**src/rtl/motion_search_engine.sv**
```systemverilog
// Full-search block-matching motion estimator.
// Each group of NUM_PE candidates is scored over a FETCH/DRAIN pass, and the
// lanes are then compared serially in raster order against the running best.
module motion_search_engine #(
  parameter int unsigned PIX_W  = 8,
  parameter int unsigned BLK    = 16,
  parameter int unsigned RANGE  = 8,
  parameter int unsigned NUM_PE = 16,
  localparam int unsigned SW    = BLK + 2 * RANGE,
  localparam int unsigned ACC_W = PIX_W + 2 * $clog2(BLK),
  localparam int unsigned MV_W  = $clog2(RANGE) + 1,
  localparam int unsigned RA_W  = $clog2(BLK * BLK),
  localparam int unsigned SA_W  = $clog2(SW * SW)
) (
  input  logic                     clock,
  input  logic                     reset,
  input  logic                     start,
  input  logic [ACC_W-1:0]         thresh,
  output logic                     busy,
  output logic                     done,
  output logic [RA_W-1:0]          r_addr,
  input  logic [PIX_W-1:0]         r_data,
  output logic [SA_W-1:0]          s_addr,
  input  logic [NUM_PE*PIX_W-1:0]  s_data,
  output logic [ACC_W-1:0]         best_sad,
  output logic signed [MV_W-1:0]   mv_x,
  output logic signed [MV_W-1:0]   mv_y,
  output logic                     early
);

  localparam int unsigned NPOS = 2 * RANGE;
  localparam int unsigned NCG  = NPOS / NUM_PE;
  localparam int unsigned LN_W = (NUM_PE > 1) ? $clog2(NUM_PE) : 1;
  localparam int unsigned CY_W = (NPOS > 1) ? $clog2(NPOS) : 1;
  localparam int unsigned CG_W = (NCG > 1) ? $clog2(NCG) : 1;
  localparam logic [MV_W-1:0] MV_MIN = MV_W'(32'd0 - RANGE);

  typedef enum logic [2:0] {IDLE, FETCH, DRAIN, COMPARE, FIN} state_t;

  state_t                    state_q, state_n;
  logic [RA_W-1:0]           pix_q, pix_n;
  logic [LN_W-1:0]           lane_q, lane_n;
  logic [CY_W-1:0]           cy_q, cy_n;
  logic [CG_W-1:0]           cg_q, cg_n;
  logic [ACC_W-1:0]          acc_q [NUM_PE];
  logic [ACC_W-1:0]          acc_n [NUM_PE];
  logic [PIX_W-1:0]          diff  [NUM_PE];
  logic [ACC_W-1:0]          best_q, best_n;
  logic signed [MV_W-1:0]    vx_q, vx_n, vy_q, vy_n;
  logic [ACC_W-1:0]          thr_q, thr_n;
  logic                      busy_n, done_n, early_n;
  logic [ACC_W-1:0]          best_sad_n;
  logic signed [MV_W-1:0]    mv_x_n, mv_y_n;
  logic [RA_W-1:0]           r_addr_n;
  logic [SA_W-1:0]           s_addr_n;

  // Window address of reference pixel p for group (cy, cg), lane 0
  function automatic logic [SA_W-1:0] win_addr(input logic [RA_W-1:0] p,
                                               input logic [CY_W-1:0] cy,
                                               input logic [CG_W-1:0] cg);
    int unsigned x;
    int unsigned y;
    x = 32'(p) % BLK;
    y = 32'(p) / BLK;
    return SA_W'((y + 32'(cy)) * SW + x + 32'(cg) * NUM_PE);
  endfunction

  // Per-lane absolute difference of the returning reference and window pixels
  always_comb begin
    for (int k = 0; k < NUM_PE; k++) begin
      if (r_data >= s_data[k*PIX_W +: PIX_W])
        diff[k] = r_data - s_data[k*PIX_W +: PIX_W];
      else
        diff[k] = s_data[k*PIX_W +: PIX_W] - r_data;
    end
  end

  // Next-state, datapath and output logic
  always_comb begin
    state_n    = state_q;
    pix_n      = pix_q;
    lane_n     = lane_q;
    cy_n       = cy_q;
    cg_n       = cg_q;
    acc_n      = acc_q;
    best_n     = best_q;
    vx_n       = vx_q;
    vy_n       = vy_q;
    thr_n      = thr_q;
    done_n     = 1'b0;
    early_n    = early;
    best_sad_n = best_sad;
    mv_x_n     = mv_x;
    mv_y_n     = mv_y;
    r_addr_n   = r_addr;
    s_addr_n   = s_addr;

    case (state_q)
      IDLE: begin
        if (start) begin
          thr_n    = thresh;
          best_n   = '1;
          vx_n     = $signed(MV_MIN);
          vy_n     = $signed(MV_MIN);
          cy_n     = '0;
          cg_n     = '0;
          pix_n    = '0;
          r_addr_n = '0;
          s_addr_n = win_addr('0, '0, '0);
          state_n  = FETCH;
        end
      end

      FETCH: begin
        // Data seen at p is the pixel addressed at p-1; p=1 carries pixel 0
        if (pix_q != '0) begin
          for (int k = 0; k < NUM_PE; k++) begin
            if (pix_q == RA_W'(1))
              acc_n[k] = ACC_W'(diff[k]);
            else
              acc_n[k] = acc_q[k] + ACC_W'(diff[k]);
          end
        end
        if (pix_q == RA_W'(BLK * BLK - 1)) begin
          state_n = DRAIN;
        end else begin
          pix_n    = pix_q + RA_W'(1);
          r_addr_n = pix_q + RA_W'(1);
          s_addr_n = win_addr(pix_q + RA_W'(1), cy_q, cg_q);
        end
      end

      DRAIN: begin
        for (int k = 0; k < NUM_PE; k++)
          acc_n[k] = acc_q[k] + ACC_W'(diff[k]);
        lane_n  = '0;
        state_n = COMPARE;
      end

      COMPARE: begin
        // Strict less-than keeps the earliest candidate on ties
        if (acc_q[lane_q] < best_q) begin
          best_n = acc_q[lane_q];
          vx_n   = $signed(MV_W'(32'(cg_q) * NUM_PE + 32'(lane_q) - RANGE));
          vy_n   = $signed(MV_W'(32'(cy_q) - RANGE));
        end
        if (lane_q == LN_W'(NUM_PE - 1)) begin
          if ((thr_q != '0) && (best_n < thr_q)) begin
            early_n    = 1'b1;
            best_sad_n = best_n;
            mv_x_n     = vx_n;
            mv_y_n     = vy_n;
            done_n     = 1'b1;
            state_n    = FIN;
          end else if ((cy_q == CY_W'(NPOS - 1)) && (cg_q == CG_W'(NCG - 1))) begin
            early_n    = 1'b0;
            best_sad_n = best_n;
            mv_x_n     = vx_n;
            mv_y_n     = vy_n;
            done_n     = 1'b1;
            state_n    = FIN;
          end else begin
            if (cg_q == CG_W'(NCG - 1)) begin
              cg_n = '0;
              cy_n = cy_q + CY_W'(1);
            end else begin
              cg_n = cg_q + CG_W'(1);
            end
            pix_n    = '0;
            r_addr_n = '0;
            s_addr_n = win_addr('0, cy_n, cg_n);
            state_n  = FETCH;
          end
        end else begin
          lane_n = lane_q + LN_W'(1);
        end
      end

      FIN: begin
        state_n = IDLE;
      end

      default: begin
        state_n = IDLE;
      end
    endcase

    busy_n = (state_n != IDLE);
  end

  // State and output registers
  always_ff @(posedge clock or posedge reset) begin
    if (reset) begin
      state_q  <= IDLE;
      pix_q    <= '0;
      lane_q   <= '0;
      cy_q     <= '0;
      cg_q     <= '0;
      for (int k = 0; k < NUM_PE; k++) acc_q[k] <= '0;
      best_q   <= '1;
      vx_q     <= '0;
      vy_q     <= '0;
      thr_q    <= '0;
      busy     <= 1'b0;
      done     <= 1'b0;
      early    <= 1'b0;
      best_sad <= '1;
      mv_x     <= '0;
      mv_y     <= '0;
      r_addr   <= '0;
      s_addr   <= '0;
    end else begin
      state_q  <= state_n;
      pix_q    <= pix_n;
      lane_q   <= lane_n;
      cy_q     <= cy_n;
      cg_q     <= cg_n;
      acc_q    <= acc_n;
      best_q   <= best_n;
      vx_q     <= vx_n;
      vy_q     <= vy_n;
      thr_q    <= thr_n;
      busy     <= busy_n;
      done     <= done_n;
      early    <= early_n;
      best_sad <= best_sad_n;
      mv_x     <= mv_x_n;
      mv_y     <= mv_y_n;
      r_addr   <= r_addr_n;
      s_addr   <= s_addr_n;
    end
  end

endmodule

```
**config.mk**
```make
export PLATFORM = sky130hd
export DESIGN_NAME = motion_search_engine
export DESIGN_NICKNAME = d
export VERILOG_FILES = /design/src/rtl/motion_search_engine.sv
export SDC_FILE = /design/constraint.sdc
export NUM_CORES = 2
export LEC_CHECK = 0
export CORE_MARGIN = 2
export CORE_UTILIZATION = 30
export CTS_CLUSTER_SIZE = 40
export DETAILED_ROUTE_END_ITERATION = 12
export SLEW_MARGIN = 20
export SYNTH_ARGS = -nofsm -noshare
export SYNTH_HDL_FRONTEND = slang
export SYNTH_SLANG_ARGS = --single-unit
```
**constraint.sdc**
```tcl
create_clock -name clock -period 13.84 [get_ports clock]
set_input_delay 2.768 -clock clock [delete_from_list [all_inputs] [get_ports clock]]
set_output_delay 2.768 -clock clock [all_outputs]
set_load 0.03 [all_outputs]
```
==> results.toml <==
[final_layout]
final_cell_mix = "ha_1, a21oi_1, inv_1, dfrtp_1, nand2_1"
multi_input_comb_area_um2 = 22300
drive_gt1_frac = 0.0905
stdcell_count = 5247
area_growth_pct = 15.1
regArea_um2 = 8830
diodes = 0
fill_cells = 10984
final_common_cell = "ha_1"
layout.nets = 4411

[logic_synthesis]
syn_nets = 4273
yosys_most_used_dff = "dfrtp_1"
yosys.area.top_type = "dfrtp_1"
ys_seq_area_frac = 0.268
syn_avg_cell_area_um2 = 8.98
synth_area_um2 = 32900
synth_cells = 3662
synth_top_area_frac = 0.243
yosysWarningCount = 0
async_flop_share = 1.00
synth_area_leaders = "dfrtp_1, ha_1, mux4_2"
synth_cell_types = 84
synth-edff-count = 0
ys_ff_latch = 351

[pwr]
power-per-cell-area_nw_per_um2 = 172
power.leakage_nw = 16.9
p_total_w = 0.00653
peakVddDrop_mv = 0.0917

[timing]
finalHoldViolations = 0
worst_slew_pin_slew_ns = 1.03
whs_ns = 0.468
finalCritPeriodShare = 0.607
setup_viol = 0
grt_setup_unrepaired = "false"
period_minus_slack_ns = 8.40
relSlewSlack = 0.309
setup_tns_ns = 0
max_clock_freq_ghz = 0.119
skew_ns = 0.0337
slew_violations = 0

[placed_design]
portBuffers = 198
dp_hpwl_mm = 75.7
placed_cells = 5169
place.gp.congestion = 0.874

[cts]
cts_resized = 0
insertion_delay_ns = 0.59
cts_sinks = 351
root_buffer = "clkbuf_16"
numCtsBuffers = 43
cts_hold_buf = 0
cts.clk_slew.worst_paths_ns = 0.06
clockBufferDepth = 3
h-tree-depth = 2
cts_tree = "built"
postCtsSetupRepairBufs = 0

[setup_path]
critPathLaunchType = "primary input"
r2r_slack_ns = 5.72
crit_path_end_kind = "flop"
arrival_ns = 8.83
r2r-start = "lane_q[0]$_DFFE_PP0P_"
crit_path_start = "r_data[0]"
cp.required_ns = 14.26
path_max_fanout = 17
path_class = "primary input to flop"
crit_chain = "clkdlybuf4s50_1, buf_4, inv_1, ha_1, inv_1, fa_1, a21o_1, a2111oi_0, o21ai_1, mux2_2, a221oi_1, o21ai_1, xor2_1, ha_1, nor3_1, nor2_1, o41a_1, a21oi_1, nor3_1, xnor2_1, nor2_1"
r2r_cells = 20
crit_slowest_cell = "inv_1"
crit_end = "acc_q[93]$_DFFE_PP0P_"
reg2reg_to = "pix_q[1]$_DFFE_PP0P_"
slowest_delay_ns = 0.74

[drt]
drtIter0Drc = 1937
viasPerCell = 5.30
first_pass_iters = 6
vias = 27804
wl_mm = 102
wire_per_inst_um = 19.4
antenna_left = 0
drc = 0

[die]
core_um2 = 109000
dieArea_um2 = 112000
ios = 200
row_count = 121
fp.dieW_um = 335
die_h_um = 335
start_util = 0.302

[job]
max_cap_violations = 0

[global_route]
antenna_found_initial = 0
grt_first_pass_wirelength_mm = 157
grt_overflow = 0
track_usage = 0.178
grt_max_degree = 112
grt_pass1_vias = 26879

[outcome]
status = "complete, no violations"

[min_path]
hold_class = "flop to flop"
## critical path, delay by kind of cell
family          cells  cell delay (ns)
compound gates      7             2.20
buf+inv             4             1.46
mux                 1             0.40
simple gates        4             0.43
xor+xnor            2             0.49
fa+ha+maj           3             1.03
## worst min path at each step
| stage | slack (ns) | cells past startpoint | startpoint | endpoint |
|---|---|---|---|---|
| global route | 0.49 | 2 | best_sad[13]$_DFFE_PP1P_ | best_sad[13]$_DFFE_PP1P_ |
| global placement | 0.46 | 2 | best_sad[13]$_DFFE_PP1P_ | best_sad[13]$_DFFE_PP1P_ |
| detailed placement | 0.46 | 2 | best_sad[14]$_DFFE_PP1P_ | best_sad[14]$_DFFE_PP1P_ |
| floorplan | 0.47 | 2 | thr_q[0]$_DFFE_PP0P_ | thr_q[0]$_DFFE_PP0P_ |
| finish | 0.47 | 2 | best_sad[14]$_DFFE_PP1P_ | best_sad[14]$_DFFE_PP1P_ |
| CTS | 0.47 | 2 | best_sad[14]$_DFFE_PP1P_ | best_sad[14]$_DFFE_PP1P_ |
## logic make-up after synthesis
kind of cell    after synthesis  synth area share
xor+xnor                    266            0.0708
buf+inv                     469            0.0545
fa+ha+maj                   456             0.185
compound gates              981             0.192
other cells                   1          0.000114
flops                       351             0.268
mux                         226             0.102
simple gates                912             0.128
## per-layer routing
metal	global-route usage	vias to the layer above	share of wire
met5	0	-	0
met4	0.0664	0	0.039
met3	0.0284	174	0.055
li1	-	13370	-
met2	0.283	742	0.45
met1	0.243	13518	0.46
## flip-flops by register name, summed over array words and instances (netlist names), 3 cells and up
name / flops
lane_q: 4
vx_q: 4
acc_q: 256
best_sad: 16
mv_y: 4
state_q: 3
s_addr: 9
thr_q: 16
vy_q: 4
pix_q: 8
best_q: 16
cy_q: 4
mv_x: 4
## Yosys cell counts (49+ instances only)
| cell type | instances |
|---|---|
| xor2_1 | 74 |
| inv_1 | 321 |
| a21o_1 | 86 |
| mux4_2 | 80 |
| nor3_1 | 54 |
| nor2_1 | 270 |
| mux2_2 | 61 |
| xnor2_1 | 192 |
| nand2_1 | 298 |
| clkbuf_1 | 107 |
| dfrtp_1 | 319 |
| a21oi_1 | 345 |
| or3_1 | 68 |
| a221o_1 | 61 |
| o21ai_0 | 175 |
| fa_1 | 49 |
| ha_1 | 407 |
| mux2i_1 | 85 |
| nand3_1 | 65 |
| o21bai_1 | 62 |
## layout make-up
type                            instances  area share
Sequential cell                       351       0.233
Multi-Input combinational cell       2842       0.589
Clock buffer                           59      0.0321
Inverter                              321      0.0320
Clock inverter                         19     0.00578
Tap cell                             1414      0.0467
Timing Repair Buffer                  241      0.0607
## where the power goes
group,internal (W),total (W),switching [W]
logic,0.00166,0.00354,0.00188
clock network,0.000676,0.00117,0.000492
registers,0.00140,0.00181,0.000416
## through the flow
stage | instance area [um2] | utilization | setup WS, ns
6_report | 37900 | 0.348 | 5.44
5_1_grt | 37900 | 0.348 | 4.84
2_1_floorplan | 32900 | - | 1.39
3_3_place_gp | 36400 | 0.335 | 4.96
3_5_place_dp | 36400 | 0.335 | 4.85
4_1_cts | 37900 | 0.348 | 5.45
Note: power is estimated with default switching activity, not from simulation.
